==> src/rtl/mantissa_mul_pipe.sv <==
`default_nettype none
// ============================================================================
// Module      : mantissa_mul_pipe
// Description : Pipelined, partitionable unsigned mantissa multiplier.
//               Multiplies W-bit operands as 1 lane of W, 2 lanes of W/2 or
//               4 lanes of W/4 bits. It uses a 4x4 grid of (W/4)x(W/4)
//               partial products, masked per mode, and reduces them with
//               carry-save adders spread over STAGES register stages. A
//               carry-propagate adder sits in front of the output register.
//               op, tag and the reserved-op error flag travel alongside the
//               data. A single global advance signal stalls the whole chain.
//
// Parameters  : W      operand width (multiple of 4, >= 8)
//               STAGES register stages from acceptance to output (1..4)
//               TAG_W  sideband tag width
//
// Ports       : clk, rst       clock, synchronous active-high reset
//               flush          drop every in-flight operation
//               in_valid/ready input handshake (in_ready = advance)
//               in_a, in_b     lane-packed operands
//               in_op          0: 1xW, 1: 2x(W/2), 2: 4x(W/4), 3: reserved
//               in_tag         sideband returned with the result
//               out_valid/ready output handshake
//               out_prod       lane-packed products (2W bits)
//               out_op/out_tag op and tag of the presented result
//               out_err        result came from the reserved op
//
// Revision    : 1.0  initial parametrised pipelined release
// ============================================================================
module mantissa_mul_pipe #(
    parameter int W      = 28,
    parameter int STAGES = 2,
    parameter int TAG_W  = 4
) (
    input  logic             clk,
    input  logic             rst,
    input  logic             flush,
    input  logic             in_valid,
    output logic             in_ready,
    input  logic [W-1:0]     in_a,
    input  logic [W-1:0]     in_b,
    input  logic [1:0]       in_op,
    input  logic [TAG_W-1:0] in_tag,
    output logic             out_valid,
    input  logic             out_ready,
    output logic [2*W-1:0]   out_prod,
    output logic [1:0]       out_op,
    output logic [TAG_W-1:0] out_tag,
    output logic             out_err
);

    // ------------------------------------------------------------------------
    // Constants and types
    // ------------------------------------------------------------------------
    localparam int c_Q = W / 4;     // sub-operand width of one grid cell
    localparam int c_P = 2 * W;     // product / reduction vector width

    localparam logic [1:0] c_OP_FULL = 2'd0;
    localparam logic [1:0] c_OP_HALF = 2'd1;
    localparam logic [1:0] c_OP_QUAD = 2'd2;
    localparam logic [1:0] c_OP_RSVD = 2'd3;

    typedef logic [3:0][c_P-1:0] vec4_t;
    typedef logic [1:0][c_P-1:0] vec2_t;

    // ------------------------------------------------------------------------
    // Carry-save helpers. All vectors are c_P bits wide and carries out of the
    // top bit are dropped: the true sum always fits in c_P bits, so the
    // modular result is exact.
    // ------------------------------------------------------------------------
    function automatic logic [c_P-1:0] f_maj(input logic [c_P-1:0] x,
                                             input logic [c_P-1:0] y,
                                             input logic [c_P-1:0] z);
        return (x & y) | (x & z) | (y & z);
    endfunction

    // 3:2 compression of vectors 0..2; vector 3 passes through untouched.
    function automatic vec4_t f_csa32(input vec4_t v);
        vec4_t r;
        r[0] = v[0] ^ v[1] ^ v[2];
        r[1] = f_maj(v[0], v[1], v[2]) << 1;
        r[2] = v[3];
        r[3] = '0;
        return r;
    endfunction

    // 4:2 compression built from two chained 3:2 levels.
    function automatic vec2_t f_csa42(input vec4_t v);
        logic [c_P-1:0] s1;
        logic [c_P-1:0] c1;
        vec2_t          r;
        s1   = v[0] ^ v[1] ^ v[2];
        c1   = f_maj(v[0], v[1], v[2]) << 1;
        r[0] = s1 ^ c1 ^ v[3];
        r[1] = f_maj(s1, c1, v[3]) << 1;
        return r;
    endfunction

    // ------------------------------------------------------------------------
    // Handshake and pipeline control
    // ------------------------------------------------------------------------
    logic             r_valid [STAGES];
    logic [1:0]       r_op    [STAGES];
    logic [TAG_W-1:0] r_tag   [STAGES];
    logic             r_err   [STAGES];
    logic             w_adv;

    // The whole chain moves as one; it only stalls when the output register
    // holds a result that downstream refuses.
    assign w_adv    = !r_valid[STAGES-1] || out_ready;
    assign in_ready = w_adv;

    always_ff @(posedge clk) begin
        if (rst) begin
            for (int s = 0; s < STAGES; s++) begin
                r_valid[s] <= 1'b0;
                r_op[s]    <= '0;
                r_tag[s]   <= '0;
                r_err[s]   <= 1'b0;
            end
        end else begin
            if (w_adv) begin
                r_op[0]  <= in_op;
                r_tag[0] <= in_tag;
                r_err[0] <= (in_op == c_OP_RSVD);
                for (int s = 1; s < STAGES; s++) begin
                    r_op[s]  <= r_op[s-1];
                    r_tag[s] <= r_tag[s-1];
                    r_err[s] <= r_err[s-1];
                end
            end
            // Flush clears every valid bit even while stalled, and wins over
            // a beat offered in the same cycle.
            if (flush) begin
                for (int s = 0; s < STAGES; s++) begin
                    r_valid[s] <= 1'b0;
                end
            end else if (w_adv) begin
                r_valid[0] <= in_valid;
                for (int s = 1; s < STAGES; s++) begin
                    r_valid[s] <= r_valid[s-1];
                end
            end
        end
    end

    // ------------------------------------------------------------------------
    // Partial-product grid. Cell (i,j) is a_i * b_j with weight 2^((i+j)Q).
    // Mode masks keep only the cells that belong to a single lane, so lanes
    // can never interact:
    //   full : all 16 cells
    //   half : cells whose operands lie in the same W/2 half (i/2 == j/2)
    //   quad : diagonal cells only (i == j)
    //   rsvd : no cells, product is zero
    // ------------------------------------------------------------------------
    logic [c_P-1:0] w_term [16];

    for (genvar gi = 0; gi < 4; gi++) begin : g_row
        for (genvar gj = 0; gj < 4; gj++) begin : g_col
            localparam bit c_SAME_HALF = ((gi / 2) == (gj / 2));
            localparam bit c_DIAG      = (gi == gj);

            logic [2*c_Q-1:0] w_pp;
            logic             w_keep;

            assign w_pp   = {{c_Q{1'b0}}, in_a[gi*c_Q +: c_Q]}
                          * {{c_Q{1'b0}}, in_b[gj*c_Q +: c_Q]};
            assign w_keep = (in_op == c_OP_FULL)
                         || ((in_op == c_OP_HALF) && c_SAME_HALF)
                         || ((in_op == c_OP_QUAD) && c_DIAG);
            assign w_term[gi*4+gj] = w_keep
                ? ({{(c_P-2*c_Q){1'b0}}, w_pp} << ((gi + gj) * c_Q))
                : '0;
        end
    end

    // ------------------------------------------------------------------------
    // First reduction, ahead of the first register: 16 -> 8 -> 4 vectors.
    // ------------------------------------------------------------------------
    vec2_t w_lvl1 [4];
    vec2_t w_lvl2 [2];
    vec4_t w_row;

    for (genvar gk = 0; gk < 4; gk++) begin : g_lvl1
        assign w_lvl1[gk] = f_csa42({w_term[4*gk+3], w_term[4*gk+2],
                                     w_term[4*gk+1], w_term[4*gk]});
    end

    for (genvar gk = 0; gk < 2; gk++) begin : g_lvl2
        assign w_lvl2[gk] = f_csa42({w_lvl1[2*gk+1], w_lvl1[2*gk]});
    end

    assign w_row = {w_lvl2[1], w_lvl2[0]};

    // ------------------------------------------------------------------------
    // Intermediate stages carry four carry-save vectors. Stage 0 captures the
    // grid reduction; every later intermediate stage absorbs one further 3:2
    // level, so deeper pipelines leave less work for the final stage.
    // ------------------------------------------------------------------------
    vec4_t w_last_src;

    if (STAGES > 1) begin : g_mid
        vec4_t r_vec [STAGES-1];
        vec4_t w_nxt [STAGES-1];

        for (genvar gm = 0; gm < STAGES - 1; gm++) begin : g_bnd
            if (gm == 0) begin : g_first
                assign w_nxt[gm] = w_row;
            end else begin : g_fold
                assign w_nxt[gm] = f_csa32(r_vec[gm-1]);
            end
        end

        always_ff @(posedge clk) begin
            if (rst) begin
                for (int m = 0; m < STAGES - 1; m++) begin
                    r_vec[m] <= '0;
                end
            end else if (w_adv) begin
                for (int m = 0; m < STAGES - 1; m++) begin
                    r_vec[m] <= w_nxt[m];
                end
            end
        end

        assign w_last_src = r_vec[STAGES-2];
    end else begin : g_single
        assign w_last_src = w_row;
    end

    // ------------------------------------------------------------------------
    // Final stage: close out the carry-save form, then one carry-propagate
    // add into the output register.
    // ------------------------------------------------------------------------
    vec2_t          w_fin;
    logic [c_P-1:0] w_prod;
    logic [c_P-1:0] r_prod;

    assign w_fin  = f_csa42(w_last_src);
    assign w_prod = w_fin[0] + w_fin[1];

    always_ff @(posedge clk) begin
        if (rst) begin
            r_prod <= '0;
        end else if (w_adv) begin
            r_prod <= w_prod;
        end
    end

    assign out_valid = r_valid[STAGES-1];
    assign out_prod  = r_prod;
    assign out_op    = r_op[STAGES-1];
    assign out_tag   = r_tag[STAGES-1];
    assign out_err   = r_err[STAGES-1];

endmodule
`default_nettype wire

==> config.mk <==
export PLATFORM = sky130hd
export DESIGN_NAME = mantissa_mul_pipe
export DESIGN_NICKNAME = d
export VERILOG_FILES = /design/src/rtl/mantissa_mul_pipe.sv
export SDC_FILE = /design/constraint.sdc
export NUM_CORES = 2
export LEC_CHECK = 0
export BUFFER_PORTS_ARGS = -buffer_cell sky130_fd_sc_hd__buf_2
export CAP_MARGIN = 40
export CORE_MARGIN = 1.5
export CORE_UTILIZATION = 30
export CTS_CLUSTER_DIAMETER = 200
export DETAILED_ROUTE_END_ITERATION = 8
export HOLD_SLACK_MARGIN = 0.1
export PLACE_DENSITY = 0.52
export SLEW_MARGIN = 20
export SYNTH_ARGS = -nofsm -noshare
export SYNTH_HDL_FRONTEND = slang
export SYNTH_SLANG_ARGS = --single-unit
==> constraint.sdc <==
create_clock -name clk -period 5.7 [get_ports clk]
set_clock_uncertainty 0.2 [all_clocks]
set_input_delay 0 -clock clk [delete_from_list [all_inputs] [get_ports clk]]
set_output_delay 0 -clock clk [all_outputs]
set_load 0.005 [all_outputs]
==> reports/summary.txt <==
status: finished clean
share of post-route cells with drive strength above 1: 0.149
Synthesis Warnings: 0
fin worst setup slack: 0.144 ns
worst skew pair latency: 0.56 ns
I/O pins: 132
top-area cell type share of the netlist area: 0.252
setup TNS: 0 ns
vias in the first global route: 31.5k
Filler cells: 13.9k
GRT Resource Usage Total: 0.171
WL per Instance: 17.6 um
TritonRoute pass-1 iters: 6
Min Clock Period, post-route: 5.56 ns
Layout area overhead: 18.1%
power share of the sequential group: 0.152
critical path required time: 5.80 ns
NumNets Final: 6208
Initial Util: 0.301
pin count of the biggest net entering global routing: 77
buffers added on ports: 131
clk slew on worst S/H paths: 0.06 ns
total clock sinks: 212
hold crit path type: input port to flop
Syn Inst Count: 4483
initial antenna violation count: 7
DRT Wirelength: 117000 um
Core Region: 0.135 mm^2
antenna viol nets, final: 0
CTS Buf Count: 24
max incr delay on CP: 0.52 ns
CP Class: input port to flop
synthesized net count: 5810
vias per inst: 4.54
reg2reg setup slack: 1.36 ns
Max Cap Viol: 0
ys async rst share: 0
total power: 15.6 mW
Worst R2R End: out_prod[44]
Critical Path End Type: flop
Die Area: 0.138 mm^2
CP max-delay cell: fa_1
DP Worst Slack: -0.570 ns
vias after detailed routing: 30.3k
EDFF count, synth: 156
CTS root buf: clkbuf_16
synthesized area per cell: 9.09 um^2
post-route clock period utilization: 0.975
RSZ-0062 raised after global routing: yes
DRT iter0 DRCs: 1365
CP arrival: 5.65 ns
chip width: 371 um
hold path depth: 5
# DRC: 0
RR Startpoint: g_mid.r_vec[0][23]
Gate power share: 0.748
CTS Buffer Depth: 3
top post-synthesis cells by area: fa_1 (25%), ha_1 (23%), edfxtp_1 (12%)
cell taking the most area after synthesis: fa_1
hold path startpoint: in_b[1]
GPL Wtd Cong: 0.864
first-pass GRT wire length: 183000 um
relative slew slack: 0.442
power share of the clock group: 0.099
Hold Fails Final Rpt: 0
chip height: 371 um
Cell Chain, Critical Path: buf_2 > nand2_1 > fa_1 > inv_1 > fa_1 > fa_1 > inv_1 > fa_1 > inv_1 > ha_1 > o21a_1 > o41a_1 > a31oi_1 > o21ai_0 > xnor2_1 > buf_4 > nor2_1 > ha_1 > ha_1 > inv_1 > fa_1 > inv_1 > ha_1 > and2_1
internal power: 8.43 mW
sequential element share of the synthesized area: 0.143
Worst setup SP type: input port
Fmax: 0.180 GHz
htree depth: 1
DP HPWL: 100000 um
Synth Register Bits: 212
post-synth cell types: 55
actual slew at the worst max-slew pin: 0.836 ns
Worst Hold End: g_mid.r_vec[0][113]
CP max FO: 6
GRT overflow: 0
maximum VDD drop: 0.000199 V
leakage power: 25.1 nW
Finish-stage setup viols: 0
CTS tree: yes
switching power: 7.17 mW
area of the mapped netlist: 0.0407 mm^2
worst-case reg-to-reg path depth: 12
Row Count: 135
Pwr Density: 324 mW/mm^2
Max Slew Vio Count: 0
Primary FF master, synth: edfxtp_1
switching share of power: 0.460
==> critical path, delay by kind of cell <==
kind | cells | cell delay, ns
simple gates | 3 | 0.27
xor+xnor | 1 | 0.29
compound gates | 4 | 0.83
buf+inv | 7 | 0.71
fa+ha+maj | 9 | 3.52
==> power groups by stage <==
stage / Combinational [mW] / Clock (mW) / Sequential (mW)
after floorplan: 7.18 / 0 / 2.36
after global placement: 11.3 / 0 / 2.41
after CTS: 11.5 / 1.61 / 2.39
final: 11.7 / 1.55 / 2.38
after global routing: 13.3 / 1.65 / 2.43
after detailed placement: 11.4 / 0 / 2.42
==> layer usage <==
layer,vias to the layer above,track usage,share of wire
li1,15000,-,-
met1,14700,0.243,0.49
met2,485,0.279,0.45
met3,108,0.0185,0.044
met4,2,0.0383,0.023
met5,-,0,0.00011
==> area by class of cell <==
type                       instances  area (um^2)  share of cell area
inverter                         636         2390              0.0497
multi-input combinational       3400        32200               0.669
clock inverter                    18          154             0.00320
clock buffer                      26          629              0.0131
antenna                            3         7.51            0.000156
tap                             1781         2230              0.0463
timing repair buffer             607         4690              0.0975
sequential                       212         5810               0.121
==> worst max path at each step <==
stage                     slack (ns)  depth (start not counted)      from                   to
final                           0.14                         24  in_a[14]  g_mid.r_vec[0][125]
after global routing           -0.08                         24   in_b[8]  g_mid.r_vec[0][133]
after CTS                      0.002                         22   in_b[9]   g_mid.r_vec[0][28]
after detailed placement       -0.57                         22   in_b[9]   g_mid.r_vec[0][28]
after global placement         -0.63                         24   in_b[1]  g_mid.r_vec[0][132]
after floorplan                -0.18                         25   in_a[5]   g_mid.r_vec[0][21]
==> through the flow <==
step	instances	util	hold slack (ns)	area, um^2
floorplan	4483	-	-0.00476	41200
global placement	6610	0.345	0.0765	46600
detailed placement	6611	0.345	0.0815	46600
CTS	6674	0.352	0.101	47600
global route	6680	0.356	0.149	48100
finish	6683	0.356	0.134	48100
==> state kept, by name, indices dropped and copies added (netlist names) <==
signal / cells
g_mid.r_vec: 140
r_op: 4
r_valid: 2
r_tag: 8
out_prod: 56
r_err: 2
==> what timing repair did <==
action	CTS	global route
hold endpoints to repair	50	0
cloned	0	2
pin swaps	1	64
endpoints found under the setup margin	1	65
hold buffers	19	0
resized for setup	0	114
buffers inserted	0	5
==> cell usage in the layout (no fill, tap or decap), drive strengths merged, types with 33 or more instances in the layout <==
| master | n |
|---|---|
| ha | 748 |
| inv | 639 |
| and2 | 585 |
| buf | 581 |
| fa | 512 |
| nand2 | 488 |
| nor2 | 247 |
| edfxtp | 156 |
| a21oi | 136 |
| xnor2 | 107 |
| a21o | 96 |
| xor2 | 94 |
| o21ai | 91 |
| dfxtp | 56 |
| nor2b | 54 |
| nor3 | 38 |
| a31oi | 34 |
| clkbuf | 33 |
==> cell usage after synthesis, types with 3 or more instances <==
cell type  count
a2111oi_0      4
a211o_1        4
a211oi_1       5
a21o_1        96
a21oi_1      136
a22o_1         3
a31oi_1       33
and2_1       585
and3_1        18
buf_1          5
buf_4          6
clkbuf_1     223
dfxtp_1       56
edfxtp_1     156
fa_1         512
ha_1         748
inv_1        636
nand2_1      488
nand2b_1      21
nand3_1       16
nand4_1       10
nor2_1       247
nor2b_1       54
nor3_1        38
nor3b_1        3
o21a_1        28
o21ai_0       87
o21ai_1        3
o21bai_1      11
o31ai_1        4
o41ai_1       11
or3_1          7
xnor2_1      107
xor2_1        94
==> logic make-up (layout without fill, tap and decap cells) <==
group                    Yosys count  count (layout)  synth area share
AO/OA/AOI/OAI                    445             445            0.0689
XOR/XNOR                         201             201            0.0432
adder cells (fa/ha/maj)         1260            1260             0.481
buffers and inverters            871            1287            0.0808
flip-flops                       212             212             0.143
other                              0               3                 0
AND/OR/NAND/NOR                 1494            1494             0.183
(Power assumes the default switching activity.)
